--- src/rtl/hazard_stall_unit.sv ---
// Stall/flush controller for the 5-stage pipeline: load-use bubbles, branch squash,
// data-memory wait freeze with timeout, and saturating stall/flush counters.
module hazard_stall_unit #(
  parameter int unsigned CNT_W    = 32,
  parameter int unsigned MAX_WAIT = 16
) (
  input  logic             clk,
  input  logic             rst_n,
  input  logic             IDEX_MemRead,
  input  logic [4:0]       IDEX_RegRt,
  input  logic [4:0]       IFID_RegRs,
  input  logic [4:0]       IFID_RegRt,
  input  logic             IFID_UsesRt,
  input  logic             IFID_IsStore,
  input  logic             BranchTaken,
  input  logic             DMem_Req,
  input  logic             DMem_Ready,
  output logic             PCWrite,
  output logic             IFIDWrite,
  output logic             IFID_Flush,
  output logic             IDEX_Bubble,
  output logic             PipeHold,
  output logic             MemTimeout,
  output logic [CNT_W-1:0] StallCount,
  output logic [CNT_W-1:0] FlushCount
);

  localparam int unsigned WaitW = $clog2(MAX_WAIT);
  localparam logic [WaitW-1:0] WaitLast = WaitW'(MAX_WAIT - 1);

  typedef enum logic [1:0] {StRun, StMemWait, StError} state_e;

  state_e           stateQ, stateD;
  logic [WaitW-1:0] waitCntQ, waitCntD;
  logic             timeoutQ, timeoutD;
  logic [CNT_W-1:0] stallCntQ, flushCntQ;

  logic memWait, matchRs, matchRt, loadUse;

  assign memWait = DMem_Req & ~DMem_Ready;
  assign matchRs = (IDEX_RegRt == IFID_RegRs);
  // Store data on rt is handled by WB->MEM forwarding, so it never stalls.
  assign matchRt = IFID_UsesRt & ~IFID_IsStore & (IDEX_RegRt == IFID_RegRt);
  assign loadUse = IDEX_MemRead & (IDEX_RegRt != 5'd0) & (matchRs | matchRt);

  always_comb begin
    PCWrite     = 1'b1;
    IFIDWrite   = 1'b1;
    IFID_Flush  = 1'b0;
    IDEX_Bubble = 1'b0;
    PipeHold    = 1'b0;
    if (!rst_n) begin
      PCWrite     = 1'b0;
      IFIDWrite   = 1'b0;
      IFID_Flush  = 1'b1;
      IDEX_Bubble = 1'b1;
    end else if (stateQ == StError || memWait) begin
      PCWrite   = 1'b0;
      IFIDWrite = 1'b0;
      PipeHold  = 1'b1;
    end else if (BranchTaken) begin
      IFID_Flush  = 1'b1;
      IDEX_Bubble = 1'b1;
    end else if (loadUse) begin
      PCWrite     = 1'b0;
      IFIDWrite   = 1'b0;
      IDEX_Bubble = 1'b1;
    end
  end

  always_comb begin
    stateD   = stateQ;
    waitCntD = waitCntQ;
    timeoutD = timeoutQ;
    unique case (stateQ)
      StRun: begin
        if (memWait) begin
          stateD   = StMemWait;
          waitCntD = WaitW'(1);
        end
      end
      StMemWait: begin
        if (DMem_Ready || !DMem_Req) begin
          // Completion or aborted access both release the pipeline.
          stateD   = StRun;
          waitCntD = '0;
        end else if (waitCntQ == WaitLast) begin
          stateD   = StError;
          timeoutD = 1'b1;
        end else begin
          waitCntD = waitCntQ + WaitW'(1);
        end
      end
      StError: stateD = StError;
      default: stateD = StRun;
    endcase
  end

  always_ff @(posedge clk) begin
    if (!rst_n) begin
      stateQ    <= StRun;
      waitCntQ  <= '0;
      timeoutQ  <= 1'b0;
      stallCntQ <= '0;
      flushCntQ <= '0;
    end else begin
      stateQ   <= stateD;
      waitCntQ <= waitCntD;
      timeoutQ <= timeoutD;
      if (!PCWrite && stallCntQ != '1) stallCntQ <= stallCntQ + CNT_W'(1);
      if (IFID_Flush && flushCntQ != '1) flushCntQ <= flushCntQ + CNT_W'(1);
    end
  end

  assign MemTimeout = timeoutQ;
  assign StallCount = stallCntQ;
  assign FlushCount = flushCntQ;

endmodule

--- config.mk ---
export PLATFORM = sky130hd
export DESIGN_NAME = hazard_stall_unit
export DESIGN_NICKNAME = d
export VERILOG_FILES = /design/src/rtl/hazard_stall_unit.sv
export SDC_FILE = /design/constraint.sdc
export NUM_CORES = 1
export LEC_CHECK = 0
export CAP_MARGIN = 20
export CORE_MARGIN = 2
export CORE_UTILIZATION = 53
export DETAILED_ROUTE_END_ITERATION = 10
export GPL_ROUTABILITY_DRIVEN = 0
export PLACE_DENSITY = 0.85
export SYNTH_ARGS = -nofsm -noshare
export SYNTH_HDL_FRONTEND = slang
export SYNTH_SLANG_ARGS = --single-unit
--- constraint.sdc ---
create_clock -name clk -period 3.1 [get_ports clk]
set_input_delay 0.31 -clock clk [delete_from_list [all_inputs] [get_ports clk]]
set_output_delay 0.31 -clock clk [all_outputs]
set_load 0.1 [all_outputs]
After elaboration in Yosys (flattened, before gate mapping)
Cells that the tools add are included.
{"block": "op_classes", "addsub": 3, "n_mul": 0, "n_div": 0, "n_lt_le_gt_ge": 0, "n_eq_ne": 10, "n_shift": 0, "n_mux": 21, "bitwise_logic": 9, "n_reduce_logical": 12}
{"operator": "adder 32 x 1 -> 32 bit, second input constant", "count": 2}
{"operator": "!= test 32 bit, second input constant", "count": 2}
{"operator": "two-way mux 1 bit", "count": 13}
{"operator": "two-way mux 4 bit", "count": 3}
{"operator": "== test 5 bit", "count": 2}
{"operator": "one-hot mux 4 bit (2 select lines)", "count": 1}
{"operator": "two-way mux 2 bit", "count": 3}
{"operator": "!= test 3 bit, second input constant", "count": 2}
{"operator": "one-hot mux 2 bit (3 select lines)", "count": 1}
{"operator": "AND reduction 3 bit", "count": 2}
{"operator": "bitwise AND 1 bit", "count": 5}
{"operator": "nonzero test 5 bit", "count": 1}
{"operator": "adder 4 x 1 -> 4 bit, second input constant", "count": 1}
{"operator": "== test 4 bit, second input constant", "count": 1}
{"operator": "inverter 1 bit", "count": 3}
{"operator": "== test 2 x 1 -> 1 bit, second input constant", "count": 1}
{"operator": "== test 2 bit, second input constant", "count": 1}
{"operator": "logical AND 1 bit", "count": 2}
{"operator": "zero test 1 bit", "count": 2}
{"operator": "zero test 2 bit", "count": 1}
{"operator": "logical OR 1 bit", "count": 2}
{"operator": "!= test 2 bit, second input constant", "count": 1}
{"operator": "AND reduction 2 bit", "count": 1}
{"operator": "nonzero test 2 bit", "count": 1}
{"operator": "OR 1 bit", "count": 1}
{"block": "word_totals", "regBits": 71, "latch_bits": 0, "mem_bits_rw": 0, "romBits": 0, "input_bits": 23, "out_inout_bits": 70, "elab_cells": 60, "memories": 0}

Logic depth before layout (Yosys ltp)
{"block": "depth", "depth_word": 11, "ltp_mapped": 9, "ltp_nobuf": 7}

Worst setup path before layout
Ideal clock, no wire load.
{"block": "synth_path", "path_type": "input-to-output", "start": "input IDEX_RegRt[0]", "end": "output IDEX_Bubble", "arrival_time_ns": 3.147, "required_time_ns": 2.790, "setup_slack_ns": -0.357, "cell_stages": 5, "n_path_buf": 0, "cell_sequence": "xnor2_1 > nand4_1 > o22ai_1 > nand2b_1 > o31ai_1"}
{"block": "synth_between", "elab_chain_cells": 8, "word_cells_on_any_way": 11}
{"item": "start, declared", "line_no": "10", "rtl": "input logic [4:0] IDEX_RegRt,"}
{"item": "== test 5 bit", "line_no": "43", "rtl": "assign matchRt = IFID_UsesRt & ~IFID_IsStore & (IDEX_RegRt == IFID_RegRt);"}
{"item": "bitwise AND 1 bit", "line_no": "43"}
{"item": "OR 1 bit", "line_no": "44", "rtl": "assign loadUse = IDEX_MemRead & (IDEX_RegRt != 5'd0) & (matchRs | matchRt);"}
{"item": "bitwise AND 1 bit (*)", "line_no": "44"}
{"item": "two-way mux 1 bit (*)", "line_no": "64", "rtl": "end else if (loadUse) begin"}
{"item": "two-way mux 1 bit (*)", "line_no": "61", "rtl": "end else if (BranchTaken) begin"}
{"item": "two-way mux 1 bit (*)", "line_no": "57", "rtl": "end else if (stateQ == StError || memWait) begin"}
{"item": "two-way mux 1 bit (*)", "line_no": "52", "rtl": "if (!rst_n) begin"}
{"item": "end, declared", "line_no": "21", "rtl": "output logic IDEX_Bubble,"}
Mark *: on every way between the ends. The rest lies on a longest branch, timed or not.

Worst setup path in the final report
{"block": "layout_path", "start": "input IDEX_RegRt[0]", "end": "output IFIDWrite"}
{"block": "layout_between", "elab_chain_cells": 8, "word_cells_on_any_way": 11}
{"item": "== test 5 bit", "line_no": "43"}
{"item": "bitwise AND 1 bit", "line_no": "43"}
{"item": "OR 1 bit", "line_no": "44"}
{"item": "bitwise AND 1 bit (*)", "line_no": "44"}
{"item": "two-way mux 1 bit (*)", "line_no": "64"}
{"item": "two-way mux 1 bit (*)", "line_no": "61"}
{"item": "two-way mux 1 bit (*)", "line_no": "57"}
{"item": "two-way mux 1 bit (*)", "line_no": "52"}
{"item": "end, declared", "line_no": "19", "rtl": "output logic IFIDWrite,"}
Marks and branches as above.

==> metrics.csv <==
stage,metric,value,unit
timing,final hold viol count,0,
critical_path,critical path startpoint category,input port,
clock_network,"Setup Fix Bufs, Post-CTS",0,
timing,Worst Hold Slack,0.469,ns
layout,fin cells,640,
layout,Sequential Area,1420,um2
power,total power,2.00,mW
logic_synthesis,Yosys top cell by area,dfxtp_1,
place,PortBufs,92,
clock_network,worst skew pair latency,0.34,ns
floorplanning,chip width,87.6,um
critical_path,peak fanout along the critical path,52,
critical_path,Setup Crit Path Kind,input port to output port,
timing,measured slew at the worst slew-check pin,0.993,ns
layout,fin util,0.725,
route,post-route ant nets,0,
layout,antenna cell count,0,
route,DR WL/cell,14.8,um
global_routing,first-pass GRT wire length,15.2,mm
floorplanning,Initial Util,0.545,
outcome,status,"finished, final reports clean",
floorplanning,die area,7670,um2
clock_network,CTS tree,built,
critical_path,R2R Setup Slk,0.70,ns
critical_path,crit end category,output port,
timing,RSZ-0062 raised after global routing,false,
job,Max Cap Viol,0,
floorplanning,Rows,30,
worst_hold_path,Hold Crit Class,flip-flop to flip-flop,
logic_synthesis,top_reg_cell synth,dfxtp_1,
timing,Final min period,2.86,ns
clock_network,TritonCTS Sinks,71,
global_routing,vias in the first global route,3384,
route,1st-pass router iterations,5,
global_routing,gr ovfl total,0,
critical_path,most frequent CP cell,buf_12,
layout,share of cells above drive strength 1,0.118,
power,pwr dens,406,nW/um2
timing,FMAX,0.350,GHz
place,placed cell count,624,
clock_network,Root Driver,clkbuf_8,
logic_synthesis,Area contributors post-synth,"dfxtp_1, xnor2_1, a21oi_1",
place,Place WS,0.247,ns
timing,TNS Setup,0,ns
global_routing,Total GRT Usage,0.245,
clock_network,Clock Tree Buf Depth,2,
logic_synthesis,Async SR Flop Fraction,0,
logic_synthesis,Commonest cells post-synth,"dfxtp_1, nor2_1, a21oi_1, nand2_1, xnor2_1",
logic_synthesis,"Cell Area, Synth",3700,um2
floorplanning,IO Pins,93,
clock_network,# resized after CTS,0,
logic_synthesis,post-synth top area share,0.384,
timing,Final WS setup,0.242,ns
critical_path,Critical-path top delay cell,or4_1,
logic_synthesis,syn_area_per_cell,8.21,um2
critical_path,Worst path top cell family by delay,buffers and inverters,
route,DRC Markers,0,
critical_path,CP Data Required Time,2.79,ns
timing,final period utilization,0.922,
route,DR vias/cell,5.88,
global_routing,initial antenna violation count,0,
route,total number of vias,3761,
critical_path,critical path data arrival time,2.55,ns
route,1st-iter DRT viols,228,
global_routing,pin count of the biggest net entering global routing,53,
place,Placed Area,4700,um2
place,post-DP HPWL,6.63,mm
logic_synthesis,Post-synth EDFFs,0,
route,DRT Wirelength,9.49,mm
clock_network,CTS Buf Count,9,
logic_synthesis,Post-Syn Instances,451,
clock_network,# hold bufs at CTS,0,
floorplanning,Core Region,6790,um2
critical_path,CP Cell Sequence,"clkdlybuf4s50_1, or4_1, o21ai_1, nor2_1, a2111oi_4, buf_12, buf_12",
layout,post-layout instance area,4920,um2
layout,final net count,565,
logic_synthesis,sequential area share after synthesis,0.384,
timing,Final Slew Violations,0,
layout,area of the multi-input gates,2140,um2
floorplanning,Die Span Y,87.6,um
critical_path,CP max stage delay,0.56,ns
power,leakage power,1.61,nW
logic_synthesis,Synth Warn #,0,
layout,Fillers,537,
critical_path,"Buf+Inv Stages, Crit Path",3,
power,maximum VDD drop,324,uV
logic_synthesis,Yosys cell types,48,
timing,worst rel slew slack,0.336,
logic_synthesis,Syn Nets,477,
logic_synthesis,most common cell in the synthesized netlist,dfxtp_1,
timing,Final setup viols,0,
layout,area growth from synthesis to layout,33.0,%
clock_network,H-tree depth,3,
logic_synthesis,Synth Register Bits,71,
timing,Final Skew,0.00736,ns
clock_network,clk slew on worst S/H paths,0.07,ns
[final cells by class]
type | count | share of cell area
Multi-Input combinational cell | 345 | 0.434
Clock buffer | 10 | 0.0279
Clock inverter | 6 | 0.0170
Sequential cell | 71 | 0.289
Inverter | 12 | 0.00915
Timing Repair Buffer | 100 | 0.199
Tap cell | 96 | 0.0244
[cell usage in the layout, fill, tap and decap left out, types with 19 or more instances in the layout]
cell	count
dfxtp_1	71
clkdlybuf4s50_1	62
nor2_1	43
a21oi_1	35
nand2_1	33
buf_4	32
xnor2_1	30
nand3_1	25
or4_1	20
nand4_1	19
[registers in the layout, indices dropped and copies added, names as in the netlist]
name,cells
FlushCount,32
MemTimeout,1
StallCount,32
stateQ,2
waitCntQ,4
[kinds of logic after synthesis]
kind of cell,synth area share
AND/OR/NAND/NOR,0.313
AO/OA/AOI/OAI,0.142
flip-flops,0.384
XOR/XNOR,0.0899
buffers and inverters,0.0422
multiplexers,0.0189
adder cells (fa/ha/maj),0.0101
[per-layer routing]
metal	track usage	routed length (um)	vias up	share of wire
li1	-	-	1827	-
met1	0.319	4190	1817	0.44
met2	0.410	4750	106	0.50
met3	0.0330	422	11	0.044
met4	0.103	123	0	0.013
met5	0	0	-	0
[path summary, 6_finish.rpt]
path,from,endpoint,depth (start not counted)
worst min register to register,MemTimeout,MemTimeout,2
worst max register to register,FlushCount[2],FlushCount[25],6
worst min-delay path,MemTimeout,MemTimeout,2
worst max-delay path,IDEX_RegRt[0],IFIDWrite,7
[power by group]
part	internal [mW]	switching [mW]
clock network	0.472	0.349
registers	0.920	0.0113
logic	0.0886	0.160
total	1.48	0.520
[tightest hold or removal path: stages, from the launching register on]
cell and delay, ns:
dfxtp_1 0.32, inv_1 0.05, a21oi_1 0.05
Power figures use the tool's default switching activity.
